<file path="src/rtl/param_updown_counter.sv">
// Parametrised modulo-MODULUS up/down counter with clear, load, terminal count and wrap pulse.
// Define SATURATE_EN to make the counter stop at its limits instead of wrapping.
module param_updown_counter #(
    parameter int WIDTH     = 4,
    parameter int MODULUS   = 10,
    parameter int RESET_VAL = 0
) (
    input  logic             clk,
    input  logic             reset,
    input  logic             en,
    input  logic             up_dn,
    input  logic             clear,
    input  logic             load,
    input  logic [WIDTH-1:0] load_val,
    output logic [WIDTH-1:0] q,
    output logic             tc,
    output logic             wrap
);

    if (WIDTH < 1) begin : g_bad_width
        $error("param_updown_counter: WIDTH must be >= 1");
    end
    if (MODULUS < 2) begin : g_bad_mod_low
        $error("param_updown_counter: MODULUS must be >= 2");
    end
    if (longint'(MODULUS) > (longint'(1) << WIDTH)) begin : g_bad_mod_high
        $error("param_updown_counter: MODULUS must be <= 2**WIDTH");
    end
    if (RESET_VAL < 0 || RESET_VAL >= MODULUS) begin : g_bad_rst
        $error("param_updown_counter: RESET_VAL must be < MODULUS");
    end

    // Count is held one bit wider so MODULUS==2**WIDTH is compared, never overflowed.
    localparam logic [WIDTH:0] MaxCnt = (WIDTH+1)'(MODULUS - 1);
    localparam logic [WIDTH:0] ModCnt = (WIDTH+1)'(MODULUS);
    localparam logic [WIDTH:0] RstCnt = (WIDTH+1)'(RESET_VAL);
    localparam logic [WIDTH:0] One    = (WIDTH+1)'(1);

    logic [WIDTH:0] cnt_q, cnt_d;
    logic [WIDTH:0] load_ext;
    logic           at_max, at_zero;
    logic           wrap_q, wrap_d;

    assign load_ext = {1'b0, load_val};
    assign at_max   = (cnt_q == MaxCnt);
    assign at_zero  = (cnt_q == '0);

    always_comb begin
        cnt_d  = cnt_q;
        wrap_d = 1'b0;
        if (clear) begin
            cnt_d = '0;
        end else if (load) begin
            cnt_d = (load_ext >= ModCnt) ? MaxCnt : load_ext;
        end else if (en) begin
            if (up_dn) begin
                if (at_max) begin
`ifdef SATURATE_EN
                    cnt_d  = MaxCnt;
`else
                    cnt_d  = '0;
                    wrap_d = 1'b1;
`endif
                end else begin
                    cnt_d = cnt_q + One;
                end
            end else begin
                if (at_zero) begin
`ifdef SATURATE_EN
                    cnt_d  = '0;
`else
                    cnt_d  = MaxCnt;
                    wrap_d = 1'b1;
`endif
                end else begin
                    cnt_d = cnt_q - One;
                end
            end
        end
    end

    always_ff @(negedge clk or negedge reset) begin
        if (!reset) begin
            cnt_q  <= RstCnt;
            wrap_q <= 1'b0;
        end else begin
            cnt_q  <= cnt_d;
            wrap_q <= wrap_d;
        end
    end

    assign q    = cnt_q[WIDTH-1:0];
    assign tc   = en & (up_dn ? at_max : at_zero);
    assign wrap = wrap_q;

endmodule

</file>
<file path="config.mk">
export PLATFORM = sky130hd
export DESIGN_NAME = param_updown_counter
export DESIGN_NICKNAME = d
export VERILOG_FILES = /design/src/rtl/param_updown_counter.sv
export SDC_FILE = /design/constraint.sdc
export NUM_CORES = 1
export LEC_CHECK = 0
export CAP_MARGIN = 20
export CORE_AREA = 8 8 45 47
export CTS_CLUSTER_SIZE = 24
export DETAILED_ROUTE_END_ITERATION = 10
export DIE_AREA = 0 0 53 55
export PLACE_DENSITY = 0.79
export SYNTH_ARGS = -nofsm -noshare
export SYNTH_HDL_FRONTEND = slang
export SYNTH_SLANG_ARGS = --single-unit
</file>
<file path="constraint.sdc">
create_clock -name clk -period 2.7 [get_ports clk]
set_input_delay 0.54 -clock clk [delete_from_list [all_inputs] [get_ports clk]]
set_output_delay 0.54 -clock clk [all_outputs]
set_load 0.03 [all_outputs]
</file>
* Yosys cells after proc, flatten, opt, wreduce, memory -nomap -nowiden
Cells that the tools add are included.
** Word-level totals
- Bits in registers :: 6
- Input bits :: 10
- Word-level logic and storage cells :: 23
** Operators by class
- Add/subtract/negate cells :: 2
- Order comparisons :: 1
- Eq/ne operators :: 1
- Muxes and demuxes :: 14
- Bitwise logic cells :: 1
- Reduce and logical (&&, ||, !) cells :: 2
** Operators with widths (count)
- 2-to-1 mux 5 bit :: 6
- 2-to-1 mux 1 bit :: 7
- adder 5 x 1 -> 5 bit (second input constant) :: 1
- equality test 5 x 4 -> 1 bit (second input constant) :: 1
- zero test 5 bit :: 1
- subtractor 5 x 1 -> 5 bit (second input constant) :: 1
- >= comparator 4 bit (second input constant) :: 1
- 2-to-1 mux 4 bit :: 1
- nonzero test 3 bit :: 1
- bitwise AND 1 bit :: 1

* Longest topological paths before layout
Gate-level depths: netlist of the first run.
- Depth in word-level cells :: 6
- Gate-level depth with buffers :: 6
- Depth with buffers taken out :: 6

==> results of run 1 <==
-- power by group --
| part | internal, mW | leakage, nW | switching, mW |
|---|---|---|---|
| combinational | 0.0947 | 0.374 | 0.0804 |
| sequential | 0.0961 | 0.0803 | 0.00495 |
| clock | 0.0505 | 0.0138 | 0.0359 |
-- sequential cells by signal (all words and copies together) (netlist names) --
signal  count
cnt_q       5
wrap        1
-- through the flow --
stage / TNS, ns / total power, mW
after floorplan: -0.443 / 0.181
after global placement: -3.28 / 0.231
after detailed placement: -3.51 / 0.233
after CTS: -1.43 / 0.345
after global routing: -1.77 / 0.388
final: -1.47 / 0.363
-- routing by layer --
metal / track usage, % / vias up
met5: 0 / -
met2: 23.6 / 19
li1: - / 316
met3: 5.88 / 2
met1: 14.2 / 294
met4: 7.76 / 0
-- logic make-up after synthesis --
kind of cell | count (synthesis)
AO/OA/AOI/OAI | 19
XOR/XNOR | 3
adder cells (fa/ha/maj) | 3
buffers and inverters | 16
flip-flops | 6
multiplexers | 1
AND/OR/NAND/NOR | 21
-- timing repair --
item | 4_1_cts | 5_1_grt
pin swaps | 4 | 2
hold buffers | 0 | 0
endpoints found under the setup margin | 11 | 9
gates resized for setup | 20 | 11
buffers inserted | 8 | 4
-- worst reg2reg max path: stages (launching register included) --
cell	delay (ns)
dfrtn_1	0.50
buf_6	0.13
buf_4	0.13
inv_1	0.05
or4_1	0.47
o2111ai_1	0.10
nand3_1	0.09
-- synth_stat cells (all sizes together) --
library cell / number
ha: 3
a31oi: 2
a21oi: 6
nor2: 5
nor3: 2
o21ai: 3
inv: 8
or2: 1
a211oi: 1
a21o: 1
mux2i: 1
or4: 1
o21a: 1
o41ai: 1
nand3: 3
nand2: 2
clkbuf: 2
o2111ai: 1
nand4: 1
nor4: 1
nor3b: 3
and3: 1
a21boi: 1
or3b: 1
o22ai: 2
dfrtn: 6
xnor2: 3
buf: 6
-- path summary, 6_finish.rpt --
check | from | to | slack, ns | cells past startpoint
setup / recovery | cnt_q[1] | tc | -0.77 | 7
setup reg to reg | cnt_q[3] | cnt_q[3] | 1.07 | 6
max in group asynchronous | reset | cnt_q[1] | 0.70 | 1
hold / removal | cnt_q[4] | cnt_q[4] | 0.72 | 4
min in group asynchronous | reset | cnt_q[3] | 1.76 | 1
hold reg to reg | cnt_q[4] | cnt_q[4] | 0.72 | 4
-- layout make-up --
cell class,count,area (µm²)
clock buffers,3,22.5
fillers,106,387
inverters,8,30.0
multi-input cells,47,383
flip-flops and latches,6,150
well taps,16,20.0
repair buffers,43,392
==> qor.txt, run 1 <==
Outcome = finished, violations left
Failing checks = negative setup slack
GP Congestion = 0.831
# DRC = 0
Final non-filler cell total = 123
First-pass GRT wire length = 2920 µm
Hpwl dp = 1270 µm
DRT Wirelength = 1870 µm
Mux contribution to synthesized area = 1.81%
# rows = 14
Layout cells sized above 1 = 47.7%
Commonest non-fill, non-tap cell in the layout = buf_4
Crit path cell chain = inv_1 > ha_1 > and3_4 > o21ai_4 > buf_6 > nor2_4 > buf_6
# IOs = 16
Starting Density = 39.9%
Clock transition at the registers of the reported paths = 0.04 ns
Top-area cell type share of the netlist area = 27.2%
Req. time, crit path = 2.16 ns
Static Leak = 0.468 nW
Nets@finish = 122
Worst slew margin = 78.6%
PwrDens = 364 nW/µm²
Synthesized cell area = 552 µm²
Synth cell types = 31
Largest net degree at the start of global routing = 11
Post-Synth Adder-Cell Area = 6.80%
Initial drt markers = 19
Met2 WL = 974 µm
Syn avg cell area = 8.00 µm²
Type of element launching the critical path = flip-flop
RSZ-0062 raised after global routing = yes
DIE HEIGHT = 55 µm
CTS root buf = clkbuf_4
Compound-Gate Fraction of Synth Area = 22.7%
Antenna fix cells = 0
Die Wd = 53 µm
Final hold violations = 0
Antenna Nets Post-Route = 0
Largest family of logic cells by synthesized area = compound AO/OA/AOI/OAI gates
DIE AREA = 2920 µm²
CTS Buf Count = 3
Simple-gate portion of the synthesized area = 22.2%
Worst-skew pair later-pin latency = 0.26 ns
Met3 WL post-DR = 95 µm
Worst slack, placed = -0.604 ns
Routed len/inst = 15.2 µm
Crit end category = output pin
Crit path kind = reg -> out
CP max stage delay = 0.41 ns
Largest fanout on the critical path = 3
Met1 Routed Length = 780 µm
Clk sinks = 6
Worst clock skew = 0.000642 ns
Cell with the most instances on the worst path = buf_6
Syn_nets = 82
DR vias/cell = 5.13
Most frequent cells in the layout = buf_4 (21), buf_6 (14), inv_1 (8)
Port bufs = 15
Seq/Total Area, Yosys = 27.2%
Initial antenna violation count = 0
DR pass1 iterations = 4
Clock buffer depth = 2
Top Family by Delay on Critical Path = flip-flops
Worst slew pin tran = 0.321 ns
Number of max-cap violations = 0
Peak VDD IR = 0.201 mV
Final setup margin = -0.768 ns
CP arrival = 2.93 ns
Highest routing layer actually used = met4
Buf+Inv Stages, Crit Path = 3
Slowest cell on crit path = dfrtn_1
HP Class = reg -> reg
Syn. warnings = 0
Final hold slack = 0.723 ns
Total core area = 1380 µm²
Final Util = 72.1%
Congestion Overflow GR = 0
Placed insts = 109
Vias in the first global route = 675
Post-DP Area = 813 µm²
Seq cells post-synth = 6
Area Overhead vs Synth = 80.7%
Via count = 631
Mapped Cells = 69
Final Instance Area = 997 µm²
Post-Synth XOR/XNOR Area = 4.76%
Top post-synthesis cells by area = dfrtn_1 (27%), buf_4 (6.8%), ha_1 (6.8%)
Final Setup Violations = 6
CTS tree = done
Aggregate global-route resource usage = 13.9%
Post-synth top area cell = dfrtn_1
H-tree depth = 1
Max-slew violations = 0
(Power assumes the default switching activity.)
==> run 2: changes to the inputs <==
--- a/config.mk
+++ b/config.mk
@@ -7,7 +7,7 @@
 export LEC_CHECK = 0
 export CAP_MARGIN = 20
 export CORE_AREA = 8 8 45 47
-export CTS_CLUSTER_SIZE = 24
+export CTS_CLUSTER_SIZE = 14
 export DETAILED_ROUTE_END_ITERATION = 10
 export DIE_AREA = 0 0 53 55
 export PLACE_DENSITY = 0.79
==> results of run 2 <==
Same layout as run 1: the final DEF is identical, and so are final timing and power.
==> run 3: changes to the inputs <==
--- a/config.mk
+++ b/config.mk
@@ -6,10 +6,10 @@
 export NUM_CORES = 1
 export LEC_CHECK = 0
 export CAP_MARGIN = 20
-export CORE_AREA = 8 8 45 47
+export CORE_AREA = 4 4 41 43
 export CTS_CLUSTER_SIZE = 14
 export DETAILED_ROUTE_END_ITERATION = 10
-export DIE_AREA = 0 0 53 55
+export DIE_AREA = 0 0 45 47
 export PLACE_DENSITY = 0.79
 export SYNTH_ARGS = -nofsm -noshare
 export SYNTH_HDL_FRONTEND = slang
==> run 3 against run 2 <==
  * The flow still finishes with violations (negative setup slack)
  * Cell area fell by 6.5%
  * Clock power is 2% lower
  * Non-clock buffer count down 5
  * Via count up 0.95%
  * First-iteration DRC count fell by 42%
  * Worst hold slack worse by 0.028 ns
  * Register-to-register slack gained 0.03 ns
  * Sequential power barely moved
  * Setup slack gained 0.021 ns
  * Utilization decreased by 0.43 points
  * Largest cell class is now multi-input gates
  * Highest routed layer unchanged
==> qor.txt, run 3 (synthesized netlist as in run 1, its figures left out) <==
Layout cells sized above 1 = 45.1%
H-tree depth = 1
Max reg flops = 5
Type of element launching the critical path = flip-flop
Antenna Nets Post-Route = 0
# rows = 13
Number of max-cap violations = 0
Peak VDD IR = 0.264 mV
DIE HEIGHT = 47 µm
Clk sinks = 6
Area Overhead vs Synth = 68.9%
Slowest cell on crit path = dfrtn_1
Initial antenna violation count = 0
# IOs = 16
Post-DP Area = 820 µm²
Failing checks = negative setup slack
Starting Density = 42.4%
Largest fanout on the critical path = 3
Worst slew margin = 79.9%
Die Wd = 45 µm
Final Instance Area = 932 µm²
Routed len/inst = 14.3 µm
Register area = 150 µm²
CP arrival = 2.91 ns
Clock transition at the registers of the reported paths = 0.05 ns
Final hold slack = 0.695 ns
Crit end category = output pin
Commonest non-fill, non-tap cell in the layout = buf_4
HP Class = reg -> reg
CTS Buf Count = 3
Largest net degree at the start of global routing = 9
First-pass GRT wire length = 2610 µm
Initial drt markers = 11
DIE AREA = 2120 µm²
Antenna fix cells = 0
Req. time, crit path = 2.16 ns
Crit path cell chain = inv_2 > ha_4 > nor3b_4 > o21ai_4 > buf_6 > nor2_4 > buf_6
Aggregate global-route resource usage = 17.5%
# DRC = 0
Nets@finish = 117
Static Leak = 0.426 nW
Port bufs = 15
Crit path kind = reg -> out
Hpwl dp = 1200 µm
Clock buffer depth = 2
Outcome = finished, violations left
CTS tree = done
Congestion Overflow GR = 0
DR vias/cell = 5.44
Worst clock skew = 0.0142 ns
Final Util = 71.6%
Worst slew pin tran = 0.300 ns
Worst slack, placed = -0.633 ns
RSZ-0062 raised after global routing = yes
Via count = 637
Most frequent cells in the layout = buf_4 (20), buf_6 (8), inv_1 (6), dfrtn_1 (6)
CTS root buf = clkbuf_4
Cell with the most instances on the worst path = buf_6
Final hold violations = 0
PwrDens = 368 nW/µm²
Worst-skew pair later-pin latency = 0.26 ns
Total power = 0.343 mW
Fill count = 103
Biggest register = cnt_q
CP max stage delay = 0.49 ns
Placed insts = 109
TNS Setup = -1.60 ns
Max-slew violations = 0
Vias in the first global route = 613
DR pass1 iterations = 4
Final Setup Violations = 6
Final setup margin = -0.747 ns
Total core area = 1300 µm²
Final non-filler cell total = 117
DRT Wirelength = 1670 µm
GP Congestion = 0.846
Multi-input combinational cell area = 384 µm²
Hold-fix buffers, CTS = 0
-- run 3: repair_timing --
action,CTS,global route
gates cloned,1,0
pin swaps,7,2
buffers inserted,3,3
endpoints found under the setup margin,11,8
resized for setup,17,7
-- run 3: path summary, 6_finish.rpt --
| kind | from | end | slack (ns) | depth (start not counted) |
|---|---|---|---|---|
| max | cnt_q[0] | tc | -0.75 | 7 |
| min | cnt_q[4] | cnt_q[4] | 0.69 | 4 |
| max reg2reg | cnt_q[0] | cnt_q[4] | 1.10 | 8 |
| min reg2reg | cnt_q[4] | cnt_q[4] | 0.69 | 4 |
| max in group asynchronous | reset | wrap | 0.66 | 1 |
| min in group asynchronous | reset | cnt_q[3] | 1.77 | 1 |
-- run 3: final cells by class --
type | count | area share (%)
inverter | 8 | 3.22
sequential | 6 | 16.1
timing repair buffer | 38 | 35.0
tap | 15 | 2.01
multi-input combinational | 47 | 41.2
clock buffer | 3 | 2.42
-- run 3: metal layers --
metal / part of all wire [%] / global-route usage, % / up-vias
li1: - / - / 307
met1: 41 / 18.2 / 293
met2: 50 / 32.2 / 32
met3: 7.8 / 5.75 / 5
met4: 1.6 / 7.60 / 0
met5: 0 / 0 / -
-- run 3: critical path, delay by kind of cell (launching register included) --
| family | cells | cell delay, ns |
|---|---|---|
| flip-flops | 1 | 0.49 |
| adder cells (fa/ha/maj) | 1 | 0.16 |
| AO/OA/AOI/OAI | 1 | 0.15 |
| buffers and inverters | 3 | 0.30 |
| AND/OR/NAND/NOR | 2 | 0.19 |
-- run 3: report_power, final --
group	internal (mW)	total [mW]	switching, mW
registers	0.0961	0.102	0.00554
clock network	0.0504	0.0846	0.0342
logic	0.0817	0.157	0.0751
total	0.228	0.343	0.115
